### src/rtl/seven_seg_scanner_if.sv
// Display-driver bundle: BCD time digits and blink controls in, common-anode pin drive out.
interface seven_seg_scanner_if;
  logic [1:0] H1;
  logic [3:0] H2;
  logic [2:0] M1;
  logic [3:0] M2;
  logic       adjust;
  logic [3:0] blink_mask;
  logic [3:0] anode;
  logic [6:0] seg;
  logic       dp;

  modport master (
    output H1, H2, M1, M2, adjust, blink_mask,
    input  anode, seg, dp
  );

  modport slave (
    input  H1, H2, M1, M2, adjust, blink_mask,
    output anode, seg, dp
  );
endinterface

### src/rtl/seven_seg_scanner.sv
// Time-multiplexed 4-digit common-anode 7-segment scanner with blank slots and blink.
// Optional LEADING_ZERO_BLANK_EN: hides a zero hours-tens digit outside time-set mode.
module seven_seg_scanner #(
  parameter int unsigned REFRESH_DIV = 100000,
  parameter int unsigned BLINK_DIV   = 50000000
) (
  input  logic                 clk,
  input  logic                 rst,
  seven_seg_scanner_if.slave   bus
);

  localparam int unsigned RW = $clog2(REFRESH_DIV);
  localparam int unsigned BW = $clog2(BLINK_DIV);

  localparam logic [6:0] SEG_BLANK = 7'b1111111;
  localparam logic [6:0] SEG_DASH  = 7'b0111111;

  logic [RW-1:0] refresh_cnt_q, refresh_cnt_d;
  logic [1:0]    digit_idx_q, digit_idx_d;
  logic [BW-1:0] blink_cnt_q, blink_cnt_d;
  logic          blink_phase_q, blink_phase_d;
  logic [3:0]    anode_q, anode_d;
  logic [6:0]    seg_q, seg_d;
  logic          dp_q, dp_d;

  logic          refresh_wrap;
  logic          blink_wrap;
  logic [3:0]    sel_val;
  logic [3:0]    sel_max;
  logic [3:0]    sel_onehot;
  logic          hidden;

  // Active-low segment pattern; anything above the digit's legal range shows a dash.
  function automatic logic [6:0] decode(input logic [3:0] v, input logic [3:0] max_v);
    logic [6:0] s;
    if (v > max_v) begin
      s = SEG_DASH;
    end else begin
      case (v)
        4'd0:    s = 7'b1000000;
        4'd1:    s = 7'b1111001;
        4'd2:    s = 7'b0100100;
        4'd3:    s = 7'b0110000;
        4'd4:    s = 7'b0011001;
        4'd5:    s = 7'b0010010;
        4'd6:    s = 7'b0000010;
        4'd7:    s = 7'b1111000;
        4'd8:    s = 7'b0000000;
        4'd9:    s = 7'b0010000;
        default: s = SEG_DASH;
      endcase
    end
    return s;
  endfunction

  always_comb begin
    refresh_cnt_d = refresh_cnt_q;
    digit_idx_d   = digit_idx_q;
    blink_cnt_d   = '0;
    blink_phase_d = 1'b1;
    anode_d       = 4'hF;
    seg_d         = SEG_BLANK;
    dp_d          = 1'b1;
    sel_val       = 4'd0;
    sel_max       = 4'd9;

    refresh_wrap  = (refresh_cnt_q == RW'(REFRESH_DIV - 1));
    refresh_cnt_d = refresh_wrap ? '0 : refresh_cnt_q + RW'(1);
    digit_idx_d   = refresh_wrap ? digit_idx_q + 2'd1 : digit_idx_q;

    // Blink timebase only runs in time-set mode; leaving it re-arms a visible first phase.
    blink_wrap = (blink_cnt_q == BW'(BLINK_DIV - 1));
    if (bus.adjust) begin
      blink_cnt_d   = blink_wrap ? '0 : blink_cnt_q + BW'(1);
      blink_phase_d = blink_wrap ? ~blink_phase_q : blink_phase_q;
    end

    case (digit_idx_q)
      2'd0:    begin sel_val = 4'(bus.H1); sel_max = 4'd2; end
      2'd1:    begin sel_val = bus.H2;     sel_max = 4'd9; end
      2'd2:    begin sel_val = 4'(bus.M1); sel_max = 4'd5; end
      default: begin sel_val = bus.M2;     sel_max = 4'd9; end
    endcase

    sel_onehot = 4'b1000 >> digit_idx_q;
    hidden     = bus.adjust && !blink_phase_q && ((sel_onehot & bus.blink_mask) != 4'd0);
`ifdef LEADING_ZERO_BLANK_EN
    if ((digit_idx_q == 2'd0) && (bus.H1 == 2'd0) && !bus.adjust) begin
      hidden = 1'b1;
    end
`endif

    // First cycle of every slot stays dark to avoid ghosting between digits.
    if (refresh_cnt_q != '0) begin
      anode_d = hidden ? 4'hF : ~sel_onehot;
      seg_d   = decode(sel_val, sel_max);
      dp_d    = !((digit_idx_q == 2'd1) && !hidden);
    end
  end

  always_ff @(posedge clk or negedge rst) begin
    if (!rst) begin
      refresh_cnt_q <= '0;
      digit_idx_q   <= 2'd0;
      blink_cnt_q   <= '0;
      blink_phase_q <= 1'b1;
      anode_q       <= 4'hF;
      seg_q         <= SEG_BLANK;
      dp_q          <= 1'b1;
    end else begin
      refresh_cnt_q <= refresh_cnt_d;
      digit_idx_q   <= digit_idx_d;
      blink_cnt_q   <= blink_cnt_d;
      blink_phase_q <= blink_phase_d;
      anode_q       <= anode_d;
      seg_q         <= seg_d;
      dp_q          <= dp_d;
    end
  end

  assign bus.anode = anode_q;
  assign bus.seg   = seg_q;
  assign bus.dp    = dp_q;

endmodule

### src/flat_wrapper.sv
// flat-port wrapper written by rule: the top's interface ports become plain ports
module seven_seg_scanner_flat 
#(
  parameter int unsigned REFRESH_DIV = 100000,
  parameter int unsigned BLINK_DIV   = 50000000
)
  (clk, rst, bus_H1, bus_H2, bus_M1, bus_M2, bus_adjust, bus_blink_mask, bus_anode, bus_seg, bus_dp);
  seven_seg_scanner_if bus_i ();
  input  logic clk;
  input  logic rst;
  input wire logic [$bits(bus_i.H1)-1:0] bus_H1;
  input wire logic [$bits(bus_i.H2)-1:0] bus_H2;
  input wire logic [$bits(bus_i.M1)-1:0] bus_M1;
  input wire logic [$bits(bus_i.M2)-1:0] bus_M2;
  input wire logic [$bits(bus_i.adjust)-1:0] bus_adjust;
  input wire logic [$bits(bus_i.blink_mask)-1:0] bus_blink_mask;
  output wire logic [$bits(bus_i.anode)-1:0] bus_anode;
  output wire logic [$bits(bus_i.seg)-1:0] bus_seg;
  output wire logic [$bits(bus_i.dp)-1:0] bus_dp;
  assign bus_i.H1 = bus_H1;
  assign bus_i.H2 = bus_H2;
  assign bus_i.M1 = bus_M1;
  assign bus_i.M2 = bus_M2;
  assign bus_i.adjust = bus_adjust;
  assign bus_i.blink_mask = bus_blink_mask;
  assign bus_anode = bus_i.anode;
  assign bus_seg = bus_i.seg;
  assign bus_dp = bus_i.dp;
  seven_seg_scanner #(.REFRESH_DIV(REFRESH_DIV), .BLINK_DIV(BLINK_DIV)) u_core (.clk(clk), .rst(rst), .bus(bus_i));
endmodule
### config.mk
export PLATFORM = sky130hd
export DESIGN_NAME = seven_seg_scanner_flat
export DESIGN_NICKNAME = d
export VERILOG_FILES = /design/src/rtl/seven_seg_scanner_if.sv /design/src/rtl/seven_seg_scanner.sv /design/src/flat_wrapper.sv
export SDC_FILE = /design/constraint.sdc
export NUM_CORES = 1
export LEC_CHECK = 0
export ABC_AREA = 1
export BUFFER_PORTS_ARGS = -buffer_cell sky130_fd_sc_hd__buf_4
export CAP_MARGIN = 20
export CORE_MARGIN = 4
export CORE_UTILIZATION = 35
export DETAILED_ROUTE_END_ITERATION = 7
export GPL_TIMING_DRIVEN = 0
export PLACE_DENSITY = 0.55
export SYNTH_ARGS = -nofsm -noshare
export SYNTH_HDL_FRONTEND = slang
export SYNTH_SLANG_ARGS = --single-unit
### constraint.sdc
create_clock -name clk -period 5.95 [get_ports clk]
set_clock_uncertainty 0.05 [all_clocks]
set_input_delay 0.8925 -clock clk [delete_from_list [all_inputs] [get_ports clk]]
set_output_delay 0.8925 -clock clk [all_outputs]
set_load 0.01 [all_outputs]
==> reports/summary.txt, run 1 <==
================================================================================
Run status                                                          finished clean
Unrepaired setup endpoints after global routing                               no
Final sum of negative setup slack                                           0 ns
Number of top-level pins                                                      32
Worst r2r dst                                                       u_core.bus.seg[6]
Vertical extent of the die                                                108 um
Post-CTS repair timing setup buffer count                                      0
Worst-Skew Late Latency                                                  0.34 ns
Worst-case setup slack after placement                                   3.52 ns
Leading cell type in the layout, fill and taps excluded             sky130_fd_sc_hd__nand2_1
Starting utilization of the core area                                      35.9%
Total wire length after detailed routing                                 8.08 mm
Final-stage net count                                                        546
Antenna violations before repair                                               0
Mean cell area of the mapped netlist                                   7.54 um^2
Area overhead of the layout relative to synthesis                          16.7%
Setup crit start kind                                                   register
Type of the worst setup path                                        register to register
Critical path capture point type                                        register
CTS sink cnt                                                                  57
Diode insertion count for antenna repair                                       0
Routability congestion estimate from global placement                      0.904
Total number of vias                                                        3015
Number of filler cells placed in the layout                                 1056
Most area-consuming cells after synthesis                           sky130_fd_sc_hd__dfrtp_1 32%, sky130_fd_sc_hd__nand2_1 11%, sky130_fd_sc_hd__dfstp_2 8.9%, sky130_fd_sc_hd__nor2_1 8.2%, sky130_fd_sc_hd__inv_1 7.2%
Root buffer cell                                                    sky130_fd_sc_hd__clkbuf_8
Layout cell share with drive strength beyond 1                             18.4%
Final clock period utilization by the worst path                           38.8%
Hold buffer count at cts                                                       0
Hold Path Depth                                                                1
Number of resized instances in the post-cts repair step                        0
Final setup violating endpoints                                                0
Worst hold path startpoint                                          u_core.blink_cnt_q[0]
Net count of the mapped netlist                                              504
Worst reg2reg startpoint                                            u_core.digit_idx_q[1]
Via count of the first global-routing pass                                  2980
Num rows                                                                      36
End point of the most critical hold path                            u_core.blink_cnt_q[0]
Drt first pass iters                                                           4
Core region area                                                       9820 um^2
Endpoints failing hold                                                         0
DRC violation count after routing                                              0
Fmax                                                                     433 MHz
Net switching fraction of the power                                        22.6%
Global-route wire length before repair                                   14.1 mm
Count of input and output buffers                                             31
Tightest slew margin relative to the limit                                 52.1%
Critical-path maximum fanout                                                   7
Min Tclk post-route                                                      2.31 ns
Max-slew violation total from the final report                                 0
Commonest non-fill, non-tap cells in the layout                     99 x sky130_fd_sc_hd__nand2_1, 77 x sky130_fd_sc_hd__nor2_1, 68 x sky130_fd_sc_hd__inv_1, 45 x sky130_fd_sc_hd__dfrtp_1, 40 x sky130_fd_sc_hd__nand3_1
Max-cap violation count                                                        0
Portion of the post-synthesis area used by sequential elements             40.8%
Iter 0 DRT Violations                                                         89
Clock group share of total power                                           44.5%
Endpoint arrival time on the critical path                               2.53 ns
Worst R2R Setup Slack                                                    3.64 ns
Pin count of the biggest net entering global routing                          58
Setup slack of the critical path after layout                            3.64 ns
Req. time, crit path                                                     6.17 ns
Number of levels in the clock H-tree                                           3
Post-synthesis instance total                                                468
Gate power share                                                            5.7%
Actual transition at the worst max-transition pin                       0.718 ns
Clock tree from TritonCTS                                                  built
Fraction of synthesized cell area taken by the top area cell type          31.9%
Area of the mapped netlist                                             3530 um^2
Total number of yosys warnings                                                 0
Post-detailed-route via-to-cell ratio                                       4.65
P per Cell Area                                                      194 nW/um^2
Type of the tightest min-delay check                                register to register
Leakage power                                                         0.00194 uW
Sequential share of power                                                  49.9%
Drt wl/cell                                                              12.5 um
Half-perimeter wire length after placement                               6.13 mm
Chip width                                                                108 um
Number of cells on the worst reg-to-reg path                                  12
Internal                                                                  618 uW
Dominant cell type by area after synthesis                          sky130_fd_sc_hd__dfrtp_1
Post-layout utilization of the core                                        41.9%
Overflow left after global routing                                             0
CTS max path bufs                                                              2
Number of library cell types mapped by synthesis                              38
Peak ir drop on the vdd network                                       0.000114 V
Post-synthesis register bit count                                             57
Net Switching                                                             180 uW
Die Outline Area                                                      11800 um^2
Clock transition at path regs                                            0.07 ns
Antenna violation net count after detailed routing                             0
TritonCTS buffer count                                                         9
Overall track demand over capacity in global routing                       15.2%
================================================================================
cells in the mapped netlist:
library cell / n
sky130_fd_sc_hd__nand4_2: 2
sky130_fd_sc_hd__nand3b_1: 5
sky130_fd_sc_hd__nand4_1: 9
sky130_fd_sc_hd__o21ai_1: 3
sky130_fd_sc_hd__o211ai_2: 1
sky130_fd_sc_hd__nor2_2: 5
sky130_fd_sc_hd__xor2_1: 11
sky130_fd_sc_hd__ha_1: 16
sky130_fd_sc_hd__nand3_1: 40
sky130_fd_sc_hd__a31oi_1: 2
sky130_fd_sc_hd__nor3_2: 7
sky130_fd_sc_hd__nor4_1: 5
sky130_fd_sc_hd__buf_4: 1
sky130_fd_sc_hd__nor2_1: 77
sky130_fd_sc_hd__nor3_1: 8
sky130_fd_sc_hd__and2_0: 1
sky130_fd_sc_hd__nand3_2: 2
sky130_fd_sc_hd__inv_1: 68
sky130_fd_sc_hd__inv_2: 5
sky130_fd_sc_hd__inv_4: 1
sky130_fd_sc_hd__o21bai_2: 1
sky130_fd_sc_hd__nor3b_1: 1
sky130_fd_sc_hd__or2_0: 1
sky130_fd_sc_hd__dfstp_2: 12
sky130_fd_sc_hd__nand2_1: 99
sky130_fd_sc_hd__o211ai_1: 2
sky130_fd_sc_hd__o21ai_0: 11
sky130_fd_sc_hd__or2_4: 1
sky130_fd_sc_hd__o21ai_2: 2
sky130_fd_sc_hd__nand2_2: 4
sky130_fd_sc_hd__a21oi_1: 11
sky130_fd_sc_hd__xnor2_1: 1
sky130_fd_sc_hd__a41oi_1: 1
sky130_fd_sc_hd__nor2_4: 4
sky130_fd_sc_hd__nand2_4: 1
sky130_fd_sc_hd__or2_2: 1
sky130_fd_sc_hd__clkbuf_1: 1
sky130_fd_sc_hd__dfrtp_1: 45
critical path, cell delays in order (launching register included):
cell and delay [ns]:
sky130_fd_sc_hd__dfrtp_1 0.41, sky130_fd_sc_hd__inv_1 0.11, sky130_fd_sc_hd__ha_1 0.28, sky130_fd_sc_hd__nand3_1 0.11
sky130_fd_sc_hd__and2_0 0.28, sky130_fd_sc_hd__inv_1 0.14, sky130_fd_sc_hd__ha_1 0.31, sky130_fd_sc_hd__nand2_1 0.05
sky130_fd_sc_hd__inv_1 0.06, sky130_fd_sc_hd__nand4_1 0.12, sky130_fd_sc_hd__nand2_2 0.15, sky130_fd_sc_hd__nand2_1 0.08
sky130_fd_sc_hd__nand2_1 0.08
per-stage QoR:
stage	std cells	total power [uW]	hold WS, ns	cell area [um^2]
floorplan	468	423	0.379	3530
global placement	632	451	0.401	3930
detailed placement	632	452	0.409	3930
CTS	648	820	0.419	4120
global route	648	840	0.460	4120
finish	648	798	0.416	4120
worst max path at each step:
| stage | startpoint | end | slack [ns] | cells past startpoint |
|---|---|---|---|---|
| floorplan | bus_H2[3] | u_core.bus.seg[6] | 3.85 | 11 |
| global placement | bus_H2[3] | u_core.bus.seg[6] | 3.54 | 11 |
| finish | u_core.digit_idx_q[1] | u_core.bus.seg[6] | 3.64 | 12 |
| CTS | u_core.digit_idx_q[1] | u_core.bus.seg[6] | 3.62 | 12 |
| global route | u_core.digit_idx_q[1] | u_core.bus.seg[6] | 3.45 | 11 |
| detailed placement | bus_H2[3] | u_core.bus.seg[6] | 3.52 | 11 |
metal layers:
| layer | GRT usage [%] | up-vias | routed length (um) |
|---|---|---|---|
| li1 | - | 1572 | - |
| met1 | 19.8 | 1387 | 3790 |
| met2 | 24.7 | 46 | 3880 |
| met3 | 3.82 | 10 | 276 |
| met4 | 4.96 | 0 | 132 |
| met5 | 0 | - | 0 |
flip-flops by register name (all words and copies together) (netlist names):
name,flops
u_core.blink_cnt_q,26
u_core.refresh_cnt_q,17
u_core.bus.seg,7
u_core.bus.anode,4
u_core.digit_idx_q,2
u_core.blink_phase_q,1
power groups by stage:
stage	combinational, uW	clock, uW	sequential [uW]
after floorplan	16.5	0	407
after global placement	46.0	0	405
after detailed placement	46.9	0	405
after CTS	47.1	375	398
after global routing	51.7	389	399
final	45.3	355	398
logic make-up after synthesis:
group / share of synthesized area (%)
compound gates: 5.74
xor+xnor: 2.98
fa+ha+maj: 5.67
buf+inv: 8.26
flops: 40.8
simple gates: 36.5
area by class of cell:
class	instances	area, um^2	area share [%]
Multi-Input combinational cell	335	1800	43.6
Sequential cell	57	1440	35.0
Inverter	74	280	6.80
Timing Repair Buffer	31	233	5.65
Tap cell	133	166	4.04
Clock buffer	12	145	3.52
Clock inverter	4	45.0	1.09
Buffer	2	11.3	0.273
(Power assumes the default switching activity.)
==> run 2: changes to the inputs <==
--- a/config.mk
+++ b/config.mk
@@ -5,7 +5,7 @@
 export SDC_FILE = /design/constraint.sdc
 export NUM_CORES = 1
 export LEC_CHECK = 0
-export ABC_AREA = 1
+export ABC_AREA = 0
 export BUFFER_PORTS_ARGS = -buffer_cell sky130_fd_sc_hd__buf_4
 export CAP_MARGIN = 20
 export CORE_MARGIN = 4
==> constraint.sdc (replaced) <==
create_clock -name clk -period 2.4 [get_ports clk]
set_clock_uncertainty 0.05 [all_clocks]
set_input_delay 0.36 -clock clk [delete_from_list [all_inputs] [get_ports clk]]
set_output_delay 0.36 -clock clk [all_outputs]
set_load 0.01 [all_outputs]
==> run 2 against run 1 <==
Compared with the run above: the run now ends with negative setup slack left; critical path depth fell by 1; count of clock-buffer cells in the layout grew 2; combinational power rose to 2.8 times the previous value; largest cell class unchanged; largest power group unchanged.
==> reports/summary.txt, run 2 <==
================================================================================
Min Tclk post-route                                                      2.58 ns   +0.268 ns
Req. time, crit path                                                     2.59 ns   -3.58 ns
Worst-case setup slack after placement                                 -0.483 ns   -4.00 ns
Total wire length after detailed routing                                 6.61 mm   -18%
Bufs and invs on worst path                                                    2   -1
Iter 0 DRT Violations                                                         80   -10%
Total number of vias                                                        2370   -21%
Tightest slew margin relative to the limit                                 52.6%   +0.50 points
TritonCTS buffer count                                                         9   unchanged
DRC violation count after routing                                              0   unchanged
Critical path's largest stage delay                                      0.47 ns   +0.06 ns
Starting utilization of the core area                                      36.7%   +0.75 points
Leading cell type in the layout, fill and taps excluded             sky130_fd_sc_hd__buf_4
Pin count of the biggest net entering global routing                          58   unchanged
Post-Layout Cell Count                                                       473   -27%
Total design power                                                       1870 uW   +130%
Unrepaired setup endpoints after global routing                              yes
Chip width                                                                102 um   -6.2%
Setup slack of the critical path after layout                          -0.177 ns   -3.82 ns
Half-perimeter wire length after placement                               4.66 mm   -24%
Fraction of synthesized cell area taken by the top area cell type          36.6%   +4.7 points
Num rows                                                                      33   -8.3%
Register with the most flip-flops                                   u_core.blink_cnt_q
Post-detailed-route via-to-cell ratio                                       5.01   +7.7%
Setup crit start kind                                                   register
CTS sink cnt                                                                  57   unchanged
Most numerous cell in the Yosys netlist                             sky130_fd_sc_hd__dfrtp_1
Antenna violations before repair                                               0   unchanged
Die Outline Area                                                      10400 um^2   -12%
Placed Instance Area                                                   3490 um^2   -11%
Hold Worst Slack                                                       0.0238 ns   -0.392 ns
Diode insertion count for antenna repair                                       0   unchanged
Number of placed instances with taps included                                444   -30%
Number of library cell types mapped by synthesis                              49   +29%
Count of input and output buffers                                             31   unchanged
Endpoints failing hold                                                         0   unchanged
P per Cell Area                                                      479 nW/um^2   +150%
Cells traversed along the worst timing path                         inv_4 -> ha_4 -> a221oi_4 -> a21o_1 -> inv_2 -> ha_4 -> nor4bb_4 -> o21ai_2 -> a221oi_4 -> a211oi_1 -> or2_1
Overall track demand over capacity in global routing                       14.0%   -1.2 points
Post-synthesis register bit count                                             57   unchanged
Portion of the post-synthesis area used by sequential elements             46.9%   +6.0 points
Most area-consuming cells after synthesis                           sky130_fd_sc_hd__dfrtp_1 37%, sky130_fd_sc_hd__dfstp_2 10%, sky130_fd_sc_hd__xnor2_1 6.8%, sky130_fd_sc_hd__ha_1 6.5%, sky130_fd_sc_hd__nor2_1 5.2%
Clock transition at path regs                                            0.07 ns   about the same
Post-synthesis instance total                                                308   -34%
Clock tree from TritonCTS                                                  built
Run status                                                          finished, violations left
Number of top-level pins                                                      32   unchanged
Mean cell area of the mapped netlist                                   9.99 um^2   +32%
Actual transition at the worst max-transition pin                       0.710 ns   -0.00746 ns
Type of the worst setup path                                        register to register
Critical Path Slowest Stage Cell                                    sky130_fd_sc_hd__dfrtp_2
Via count of the first global-routing pass                                  2417   -19%
Number of levels in the clock H-tree                                           3   unchanged
Top post-synthesis cells by count                                   45 x sky130_fd_sc_hd__dfrtp_1, 43 x sky130_fd_sc_hd__nor2_1, 29 x sky130_fd_sc_hd__nand2_1, 24 x sky130_fd_sc_hd__xnor2_1, 18 x sky130_fd_sc_hd__inv_1
CTS max path bufs                                                              2   unchanged
Share of synthesized flip-flops with an asynchronous set or reset           100%   unchanged
Core region area                                                       8380 um^2   -15%
Drt wl/cell                                                              14.0 um   +12%
Final setup violating endpoints                                                7   +7
Type of the tightest min-delay check                                primary input to asynchronous set/reset pin
Dominant cell type by area after synthesis                          sky130_fd_sc_hd__dfrtp_1
Max-cap violation count                                                        0   unchanged
Cell area after layout                                                 3890 um^2   -5.5%
Predominant post-synthesis flop cell                                sky130_fd_sc_hd__dfrtp_1
Worst R2R Setup Slack                                                   -0.18 ns   -3.82 ns
Final clock period utilization by the worst path                            107%   +69 points
Max-slew violation total from the final report                                 0   unchanged
Violations in the final reports                                     negative setup slack
Critical path capture point type                                        register
Flip-flop count of the largest register after layout                          26   unchanged
Leakage power                                                         0.00166 uW   -14%
Global-route wire length before repair                                   11.6 mm   -18%
Vertical extent of the die                                                102 um   -6.2%
Number of flops mapped to enable cells by yosys                                0   unchanged
Layout cell share with drive strength beyond 1                             28.5%   +10 points
Area overhead of the layout relative to synthesis                          26.6%
Overflow left after global routing                                             0   unchanged
Total number of yosys warnings                                                 0   unchanged
Final-stage net count                                                        400   -27%
Area of the mapped netlist                                             3080 um^2   -13%
Family with the most delay on the worst path                        compound AO/OA/AOI/OAI gates
Endpoint arrival time on the critical path                               2.77 ns   +0.24 ns
Net count of the mapped netlist                                              344   -32%
Routability congestion estimate from global placement                      0.796   -12%
Critical-path maximum fanout                                                   5   -2
Drt first pass iters                                                           5   +1
Antenna violation net count after detailed routing                             0   unchanged
Peak ir drop on the vdd network                                       0.000318 V   +180%
Worst-Skew Late Latency                                                  0.33 ns   about the same
Root buffer cell                                                    sky130_fd_sc_hd__clkbuf_8
Fmax                                                                     388 MHz   -10%
Commonest non-fill, non-tap cells in the layout                     46 x sky130_fd_sc_hd__buf_4, 43 x sky130_fd_sc_hd__nor2_1, 43 x sky130_fd_sc_hd__dfrtp_1, 29 x sky130_fd_sc_hd__nand2_1, 24 x sky130_fd_sc_hd__xnor2_1
================================================================================
## run 2: cell count changes in the layout (fill, tap and decap cells not counted), moves of 10 or more
cell,delta
sky130_fd_sc_hd__nand2_1,-70
sky130_fd_sc_hd__nor2_1,-34
sky130_fd_sc_hd__buf_4,+14
sky130_fd_sc_hd__xnor2_1,+23
sky130_fd_sc_hd__inv_1,-55
sky130_fd_sc_hd__a21oi_1,-10
sky130_fd_sc_hd__nand3_1,-26
sky130_fd_sc_hd__o21ai_0,-11
## run 2: power by group
part | internal, uW | switching (uW)
clock | 397 | 357
sequential | 980 | 7.81
combinational | 58.6 | 66.0
total | 1440 | 430
## run 2: path summary, 6_finish.rpt
| check | from | end | cells past startpoint |
|---|---|---|---|
| max in group asynchronous | rst | u_core.digit_idx_q[1] | 1 |
| hold / removal | rst | u_core.blink_cnt_q[19] | 1 |
| setup reg to reg | u_core.digit_idx_q[0] | u_core.bus.seg[6] | 11 |
| hold reg to reg | u_core.refresh_cnt_q[14] | u_core.refresh_cnt_q[14] | 1 |
| min in group clk | bus_adjust | u_core.blink_phase_q | 2 |
| setup / recovery | u_core.digit_idx_q[0] | u_core.bus.seg[6] | 11 |
## run 2: metal layers
layer	track usage (%)	vias up	part of all wire (%)
li1	-	1172	-
met1	18.2	1154	47
met2	23.1	37	50
met3	3.10	7	2.5
met4	4.60	0	1.1
met5	0	-	0
## run 2: cell families (layout without fill, tap and decap cells)
kind of cell | Yosys count | in the layout | synth area share, %
adder cells (fa/ha/maj) | 16 | 16 | 6.51
buffers and inverters | 24 | 84 | 3.62
AO/OA/AOI/OAI | 25 | 25 | 7.08
multiplexers | 1 | 1 | 0.325
XOR/XNOR | 41 | 41 | 11.7
flip-flops | 57 | 57 | 46.9
AND/OR/NAND/NOR | 144 | 144 | 23.9
## run 2: through the flow
| stage | util [%] | TNS [ns] |
|---|---|---|
| 6_report | 46.5 | -0.907 |
| 5_1_grt | 46.5 | -1.77 |
| 4_1_cts | 45.6 | -1.47 |
| 3_5_place_dp | 41.6 | -2.88 |
| 3_3_place_gp | 41.6 | -2.79 |
| 2_1_floorplan | - | -0.409 |
## run 2: final cells by class
class | instances | area (um^2)
Sequential cell | 57 | 1440
Multi-Input combinational cell | 227 | 1710
Clock buffer | 14 | 153
Buffer | 6 | 43.8
Tap cell | 105 | 131
Fill cell | 806 | 4490
Timing Repair Buffer | 45 | 338
Clock inverter | 1 | 5.00
Inverter | 18 | 72.6
## run 2: timing repair
item	4_1_cts	5_1_grt
gates resized for setup	18	8
endpoints found under the setup margin	7	7
pin swaps	7	5
buffers inserted	12	3
hold buffers	0	0
==> run 3: changes to the inputs <==
--- a/config.mk
+++ b/config.mk
@@ -11,7 +11,6 @@
 export CORE_MARGIN = 4
 export CORE_UTILIZATION = 35
 export DETAILED_ROUTE_END_ITERATION = 7
-export GPL_TIMING_DRIVEN = 0
 export PLACE_DENSITY = 0.55
 export SYNTH_ARGS = -nofsm -noshare
 export SYNTH_HDL_FRONTEND = slang
==> run 3 against run 2 <==
Compared with the run above: the run still ends with negative setup slack left; non-clock buffer count rose by 16; register-to-register slack barely moved; first-iteration DRC count rose by 28%; sequential cell count did not move; global-route usage rose by 0.83 points; sequential share of layout area fell by 1.1 points; die area did not move; critical endpoint is now u_core.bus.seg[3]; largest cell class unchanged; highest routed layer unchanged.
==> reports/summary.txt, run 3 (synthesized netlist as in run 2, its figures left out) <==
======================================================================
Commonest non-fill, non-tap cells in the layout           66 x sky130_fd_sc_hd__buf_4, 43 x sky130_fd_sc_hd__nor2_1, 43 x sky130_fd_sc_hd__dfrtp_1, 29 x sky130_fd_sc_hd__nand2_1, 24 x sky130_fd_sc_hd__xnor2_1
Post-detailed-route via-to-cell ratio                             4.95   -1.2%
Number of top-level pins                                            32   unchanged
Starting utilization of the core area                            36.7%   unchanged
Run status                                                finished, violations left
Tightest slew margin relative to the limit                       52.5%   -0.13 points
Violations in the final reports                           negative setup slack
CTS max path bufs                                                    2   unchanged
Global-route wire length before repair                         12.1 mm   +4.3%
Die Outline Area                                            10400 um^2   unchanged
DRC violation count after routing                                    0   unchanged
Half-perimeter wire length after placement                     4.90 mm   +5.3%
Root buffer cell                                          sky130_fd_sc_hd__clkbuf_8
Endpoint arrival time on the critical path                     2.76 ns   about the same
Actual transition at the worst max-transition pin             0.712 ns   +0.00189 ns
Fmax                                                           388 MHz   +0.11%
Count of input and output buffers                                   31   unchanged
Final sum of negative setup slack                            -0.864 ns   +0.0428 ns
Max-cap violation count                                              0   unchanged
Vertical extent of the die                                      102 um   unchanged
Number of placed instances with taps included                      464   +4.5%
Drt first pass iters                                                 4   -1
Final-stage net count                                              416   +4.0%
Clock tree from TritonCTS                                        built
Via count of the first global-routing pass                        2586   +7.0%
Leading cell type in the layout, fill and taps excluded   sky130_fd_sc_hd__buf_4
Met2 WL                                                        3.41 mm   +4.2%
Diode insertion count for antenna repair                             0   unchanged
Peak ir drop on the vdd network                             0.000337 V   +6.0%
Unrepaired setup endpoints after global routing                    yes
Post-Layout Cell Count                                             490   +3.6%
Area overhead of the layout relative to synthesis                30.5%
Critical-path maximum fanout                                         4   -1
Register with the most flip-flops                         u_core.blink_cnt_q
Final setup violating endpoints                                      7   unchanged
Clock transition at path regs                                  0.07 ns   about the same
Worst reg2reg startpoint                                  u_core.digit_idx_q[0]
Num rows                                                            33   unchanged
Type of the tightest min-delay check                      primary input to asynchronous set/reset pin
Iter 0 DRT Violations                                              102   +28%
Length of routed wiring on met1                                3.14 mm   +1.3%
CTS sink cnt                                                        57   unchanged
Highest Signal Layer                                              met4
Total number of vias                                              2425   +2.3%
Worst r2r dst                                             u_core.bus.seg[3]
Type of the worst setup path                              register to register
Drt wl/cell                                                    14.0 um   -0.13%
Flip-flop count of the largest register after layout                26   unchanged
Endpoints failing hold                                               0   unchanged
Min Tclk post-route                                            2.57 ns   -0.00281 ns
Pin count of the biggest net entering global routing                58   unchanged
Routability congestion estimate from global placement            0.833   +4.6%
Clock group share of total power                                 49.3%   +8.9 points
Setup crit start kind                                         register
Worst-Skew Late Latency                                        0.34 ns   about the same
Antenna violation net count after detailed routing                   0   unchanged
Setup slack of the critical path after layout                -0.175 ns   +0.00281 ns
Core region area                                             8380 um^2   unchanged
Final clock period utilization by the worst path                  107%   -0.12 points
Gate power share                                                  5.8%   -0.9 points
TritonCTS buffer count                                               9   unchanged
Overall track demand over capacity in global routing             14.8%   +0.83 points
Overflow left after global routing                                   0   unchanged
Total wire length after detailed routing                       6.84 mm   +3.5%
Sum of met3 wire segment lengths after detailed routing         145 um   -12%
Worst R2R Setup Slack                                         -0.17 ns   about the same
Critical path capture point type                              register
Chip width                                                      102 um   unchanged
Leakage power                                               0.00177 uW   +6.7%
Req. time, crit path                                           2.59 ns   about the same
Net switching fraction of the power                              21.3%   -1.8 points
Number of filler cells placed in the layout                        792   -1.7%
Hold buffer count at cts                                             0   unchanged
Internal                                                       1730 uW   +21%
Layout cell share with drive strength beyond 1                   30.9%   +2.4 points
Number of levels in the clock H-tree                                 3   unchanged
Max-slew violation total from the final report                       0   unchanged
Sequential share of power                                        44.9%   -8.0 points
Net Switching                                                   469 uW   +8.9%
Number of cells on the worst reg-to-reg path                        12   +1
Antenna violations before repair                                     0   unchanged
P per Cell Area                                            549 nW/um^2   +14%
======================================================================
-- run 3: layer usage --
layer | track usage, % | up-vias
met5 | 0 | -
li1 | - | 1208
met1 | 19.1 | 1182
met4 | 5.21 | 0
met2 | 24.2 | 21
met3 | 3.79 | 14
-- run 3: power by group through the flow --
| stage | Sequential (uW) | Combinational [uW] | Clock (uW) |
|---|---|---|---|
| 3_3_place_gp | 1010 | 125 | 0 |
| 2_1_floorplan | 1010 | 43.5 | 0 |
| 4_1_cts | 987 | 132 | 1120 |
| 3_5_place_dp | 1000 | 126 | 0 |
| 5_1_grt | 988 | 145 | 1160 |
| 6_report | 987 | 128 | 1090 |
-- run 3: layout make-up --
cell class | instances | area [um^2] | area share, %
Timing Repair Buffer | 67 | 515 | 12.8
Tap cell | 105 | 131 | 3.27
Clock inverter | 5 | 104 | 2.59
Sequential cell | 57 | 1440 | 36.0
Clock buffer | 11 | 131 | 3.27
Multi-Input combinational cell | 227 | 1620 | 40.3
Inverter | 18 | 67.6 | 1.68
-- run 3: worst max-delay path by stage --
stage / startpoint / slack, ns / depth (start not counted) / endpoint
2_1_floorplan: u_core.digit_idx_q[1] / -0.14 / 11 / u_core.bus.seg[6]
3_3_place_gp: u_core.digit_idx_q[1] / -0.11 / 12 / u_core.bus.seg[0]
3_5_place_dp: u_core.digit_idx_q[1] / -0.22 / 12 / u_core.bus.seg[3]
4_1_cts: u_core.digit_idx_q[0] / -0.21 / 12 / u_core.bus.seg[3]
5_1_grt: u_core.digit_idx_q[0] / -0.37 / 12 / u_core.bus.seg[3]
6_report: u_core.digit_idx_q[0] / -0.17 / 12 / u_core.bus.seg[3]
-- run 3: timing repair --
item | CTS | global route
gates cloned | 0 | 0
buffers inserted | 9 | 1
resized for setup | 7 | 2
setup endpoints to repair | 7 | 7
-- run 3: metrics by stage --
step                      util, %  hold slack [ns]  instance area (um^2)  power (uW)  setup slack [ns]
after global placement       43.6            0.409                  3660        1130            -0.111
final                        47.9           0.0174                  4010        2200            -0.175
after detailed placement     43.6            0.420                  3660        1130            -0.221
after floorplan                 -           0.0144                  3120        1050            -0.144
after CTS                    47.8           0.0429                  4000        2240            -0.207
after global routing         47.9           0.0718                  4010        2300            -0.366
-- run 3: worst max-delay path: stages (launching register included) --
cell and delay (ns):
sky130_fd_sc_hd__dfrtp_2 0.40, sky130_fd_sc_hd__inv_2 0.07, sky130_fd_sc_hd__ha_4 0.17, sky130_fd_sc_hd__a221oi_2 0.29, sky130_fd_sc_hd__a21o_1 0.16, sky130_fd_sc_hd__inv_2 0.06
sky130_fd_sc_hd__ha_4 0.27, sky130_fd_sc_hd__nand3_2 0.10, sky130_fd_sc_hd__a2111oi_4 0.22, sky130_fd_sc_hd__a221oi_2 0.08, sky130_fd_sc_hd__buf_4 0.16, sky130_fd_sc_hd__a311oi_4 0.29
sky130_fd_sc_hd__o221ai_2 0.15
